===== src/rtl/cplx_real_sub.sv =====
// cplx_real_sub: bit-serial borrow-ripple subtractor forming Re = ac - bd.
// Processes one bit per clock, LSB first, using a slice built from two
// half-subtractor cells and a borrow register.
// Ports:
//   clk, rst_n           clock, synchronous active-low reset
//   in_valid / in_ready  operand handshake (a = minuend, b = subtrahend)
//   out_valid / out_ready result handshake (diff = (a-b) mod 2^W, borrow = a<b)
module cplx_real_sub #(
    parameter int unsigned W = 16
) (
    input  logic         clk,
    input  logic         rst_n,
    input  logic         in_valid,
    output logic         in_ready,
    input  logic [W-1:0] a,
    input  logic [W-1:0] b,
    output logic         out_valid,
    input  logic         out_ready,
    output logic [W-1:0] diff,
    output logic         borrow
);

    localparam int unsigned CNT_W = $clog2(W);

    typedef enum logic [1:0] {
        S_IDLE = 2'd0,
        S_RUN  = 2'd1,
        S_DONE = 2'd2
    } state_e;

    state_e             state_q, state_d;
    logic [W-1:0]       sa_q, sa_d;
    logic [W-1:0]       sb_q, sb_d;
    logic [W-1:0]       sr_q, sr_d;
    logic               br_q, br_d;
    logic [CNT_W-1:0]   cnt_q, cnt_d;
    logic               in_ready_q, in_ready_d;
    logic               out_valid_q, out_valid_d;

    logic               accept_c;
    logic               d1_c, r1_c, d_c, r2_c, bout_c;

    assign accept_c = (state_q == S_IDLE) && in_valid && in_ready_q;

    // One subtractor slice: two half-subtractors plus borrow merge
    assign d1_c   = sa_q[0] ^ sb_q[0];
    assign r1_c   = ~sa_q[0] & sb_q[0];
    assign d_c    = d1_c ^ br_q;
    assign r2_c   = ~d1_c & br_q;
    assign bout_c = r1_c | r2_c;

    // State register
    always_ff @(posedge clk) begin
        if (!rst_n) begin
            state_q <= S_IDLE;
        end else begin
            state_q <= state_d;
        end
    end

    // Next-state logic
    always_comb begin
        state_d = state_q;
        unique case (state_q)
            S_IDLE: if (accept_c) state_d = S_RUN;
            S_RUN:  if (cnt_q == CNT_W'(W - 1)) state_d = S_DONE;
            S_DONE: if (out_valid_q && out_ready) state_d = S_IDLE;
            default: state_d = S_IDLE;
        endcase
    end

    // Output and datapath next values
    always_comb begin
        in_ready_d  = (state_d == S_IDLE);
        out_valid_d = (state_d == S_DONE);
        sa_d  = sa_q;
        sb_d  = sb_q;
        sr_d  = sr_q;
        br_d  = br_q;
        cnt_d = cnt_q;
        if (accept_c) begin
            sa_d  = a;
            sb_d  = b;
            sr_d  = '0;
            br_d  = 1'b0;
            cnt_d = '0;
        end else if (state_q == S_RUN) begin
            sr_d  = {d_c, sr_q[W-1:1]};
            sa_d  = sa_q >> 1;
            sb_d  = sb_q >> 1;
            br_d  = bout_c;
            cnt_d = cnt_q + CNT_W'(1);
        end
    end

    // Datapath and handshake registers; in_ready stays low through reset
    always_ff @(posedge clk) begin
        if (!rst_n) begin
            sa_q        <= '0;
            sb_q        <= '0;
            sr_q        <= '0;
            br_q        <= 1'b0;
            cnt_q       <= '0;
            in_ready_q  <= 1'b0;
            out_valid_q <= 1'b0;
        end else begin
            sa_q        <= sa_d;
            sb_q        <= sb_d;
            sr_q        <= sr_d;
            br_q        <= br_d;
            cnt_q       <= cnt_d;
            in_ready_q  <= in_ready_d;
            out_valid_q <= out_valid_d;
        end
    end

    assign in_ready  = in_ready_q;
    assign out_valid = out_valid_q;
    assign diff      = sr_q;
    assign borrow    = br_q;

endmodule

===== config.mk =====
export PLATFORM = sky130hd
export DESIGN_NAME = cplx_real_sub
export DESIGN_NICKNAME = d
export VERILOG_FILES = /design/src/rtl/cplx_real_sub.sv
export SDC_FILE = /design/constraint.sdc
export NUM_CORES = 1
export LEC_CHECK = 0
export ABC_CLOCK_PERIOD_IN_PS = 1250
export BUFFER_PORTS_ARGS = -buffer_cell sky130_fd_sc_hd__buf_2
export CORE_MARGIN = 2
export CORE_UTILIZATION = 45
export CTS_CLUSTER_SIZE = 30
export DETAILED_ROUTE_END_ITERATION = 8
export GPL_TIMING_DRIVEN = 0
export PLACE_DENSITY_LB_ADDON = 0.25
export SYNTH_ARGS = -nofsm -noshare
export SYNTH_HDL_FRONTEND = slang
export SYNTH_SLANG_ARGS = --single-unit

===== constraint.sdc =====
create_clock -name clk -period 1.25 [get_ports clk]
set_input_delay 0.125 -clock clk [delete_from_list [all_inputs] [get_ports clk]]
set_output_delay 0.125 -clock clk [all_outputs]
set_load 0.02 [all_outputs]

==> results.yml <==
yosys:
  syn_inst: 285
  ys_seq_area_share_pct: 50.0
  synthFlopType: "dfxtp_1"
  synth_area_per_cell_sq_um: 8.00
  ys_seq_elements: 57
  async_reset_ff_share_pct: 0
  syn_area_sq_mm: 0.00228
  syn-num-nets: 323
  synth_cell_types: 27
  yosysWarnings: 0
  synth-edff-count: 0
routing:
  wire_per_inst_um: 12.3
  first_pass_iters: 4
  drt_wl_total_mm: 5.14
  postRouteAntennaNets: 0
  vias: 2093
  drc: 0
  avgViaCountPerCell: 5.00
  drt_iter0_markers: 99
worst_setup_path:
  cp_max_fo: 10
  cp_data_required_time_ps: 1520
  ff2ff_path_depth: 5
  crit_top_cell: "a21oi_1"
  crit_chain: "nor4bb_4 > buf_6 > buf_8 > a21oi_1 > a21oi_1"
  crit_slowest_cell: "dfxtp_2"
  slowest_delay_ps: 350
  crit_cells: 5
  worst_ep_arrival_time_ps: 1510
  crit_family: "flip-flops"
  worst-setup-path-type: "reg -> reg"
  endpoint_kind: "flop"
  critPathLaunchType: "flop"
  crit_buf_inv: 2
clock_network:
  hold_buffers: 0
  clockRootBuffer: "clkbuf_8"
  cts_buffers: 9
  clock-sinks: 57
  tritoncts: "done"
  path_clk_slew_ps: 60
  htreeDepth: 3
  clk_latency_ps: 340
  cts_setup_buffers: 0
  clock_path_buffers: 2
finish:
  drive_gt1_share_pct: 27.6
  area_growth_pct: 28.2
  instances_no_fill: 419
  multi_input_area_sq_mm: 0.00104
  post-route-util_pct: 60.7
  fin_area_sq_mm: 0.00292
  fillers: 475
  layout_commonest_cell: "a21oi_1"
  layout.nets: 388
  layout_common_cells: "71 x a21oi_1, 64 x nand2_1, 55 x buf_2"
  antenna_cells: 0
  seq_area_sq_mm: 0.00115
timing:
  rsz0062_at_grt: "yes"
  tightest_slew_ps: 610
  setup_ws_ps: 9.40
  hold_viol: 0
  max_freq_mhz: 806
  setup_viol_count_final: 0
  min_period_over_period_pct: 99.2
  timing.final.crit_period_ps: 1240
  maxSlewViolCount: 0
  relSlewSlack_pct: 59.1
  finClkSkew_ps: 2.58
place:
  hpwl_mm: 3.62
  dpl_worst_slack_ps: -185
  postPlaceCellArea_sq_mm: 0.00264
  dpl.cell_count: 406
  port_buffers: 54
  gp_congestion: 0.736
grt:
  grt_pass1_vias: 1904
  grt.overflow.total: 0
  grt_pass1_wl_mm: 8.36
  grt_max_degree: 11
  track_usage_pct: 20.1
  antenna_found_initial: 0
die:
  die_x_um: 75.2
  io_pins: 55
  fp.dieH_um: 75.2
  row_count: 25
  die-area_sq_mm: 0.00565
  initial_core_util_pct: 47.4
  fp.coreArea_sq_mm: 0.00482
pwr:
  ir_drop_uv: 860
  finalPower_mw: 4.01
  power.leakage_nw: 1.13
  p_per_area_mw_per_mm2: 1370
run:
  cap_violations: 0
outcome:
  status: "completed"
worst_hold_path:
  holdPathStages: 3
  hold_class: "in -> reg"
kinds of logic after synthesis:
| logic type | share of synthesized area [%] |
|---|---|
| buffers and inverters | 6.42 |
| adders and majority gates | 1.43 |
| and+or+nand+nor | 15.2 |
| DFF | 50.0 |
| AOI/OAI and AO/OA | 26.1 |
| xor gates and xnor gates | 0.768 |
layout make-up:
| type | instances | share of cell area (%) |
|---|---|---|
| Clock buffer | 13 | 5.78 |
| Multi-Input combinational cell | 201 | 35.6 |
| Sequential cell | 57 | 39.2 |
| Timing Repair Buffer | 54 | 9.24 |
| Inverter | 3 | 0.385 |
| Tap cell | 67 | 2.87 |
| Buffer | 24 | 6.85 |
cell usage after synthesis (2+ instances only):
master / n / share of area (%)
o21ai_0: 29 / 6.4
clkbuf_1: 5 / 0.82
o21a_1: 2 / 0.66
a211oi_1: 2 / 0.66
dfxtp_1: 57 / 50
nor2b_1: 2 / 0.55
inv_1: 3 / 0.49
nand2_1: 65 / 11
a21boi_1: 3 / 0.99
buf_2: 15 / 3.3
a22oi_1: 2 / 0.66
a21oi_1: 75 / 16
buf_6: 3 / 1.5
nand3_1: 6 / 1.3
nor2_1: 4 / 0.66
tightest hold or removal path, cell delays in order:
cell,delay (ps)
buf_2,100
nand2_1,50
a21boi_1,50
state kept, by name (all words and copies together) (netlist names):
name,count
diff,16
state_q,2
borrow,1
sb_q,16
sa_q,16
in_ready,1
cnt_q,4
out_valid,1
per-stage QoR:
step	hold slack [ps]	TNS, ps
2_1_floorplan	253	0
6_report	39.2	0
3_5_place_dp	384	-5570
3_3_place_gp	379	-4430
5_1_grt	41.0	-2340
4_1_cts	24.3	0
what timing repair did:
| item | in CTS | in global routing |
|---|---|---|
| pin swaps | 0 | 5 |
| resized for setup | 8 | 50 |
| endpoints found under the setup margin | 52 | 53 |
final timing paths:
| path | start | end | slack (ps) |
|---|---|---|---|
| hold reg to reg | sb_q[8] | sb_q[7] | 450 |
| setup / recovery | state_q[1] | sa_q[3] | 9 |
| setup reg to reg | state_q[1] | sa_q[3] | 9 |
| hold / removal | b[15] | sb_q[15] | 40 |
per-layer routing:
metal  track usage [%]  routed length (um)  vias up
met5                 0                   0        -
met4              9.94                 103        0
met3              6.96                 233       11
met2              32.4                2460       42
met1              24.0                2350      940
li1                  -                   -     1100
report_power, final:
group	switching (mW)	internal (mW)	leakage [nW]
combinational	0.287	0.242	0.577
clock	0.654	0.848	0.0875
sequential	0.0616	1.92	0.466
total	1.00	3.01	1.13
No activity file was read; power rests on OpenSTA's default activity.
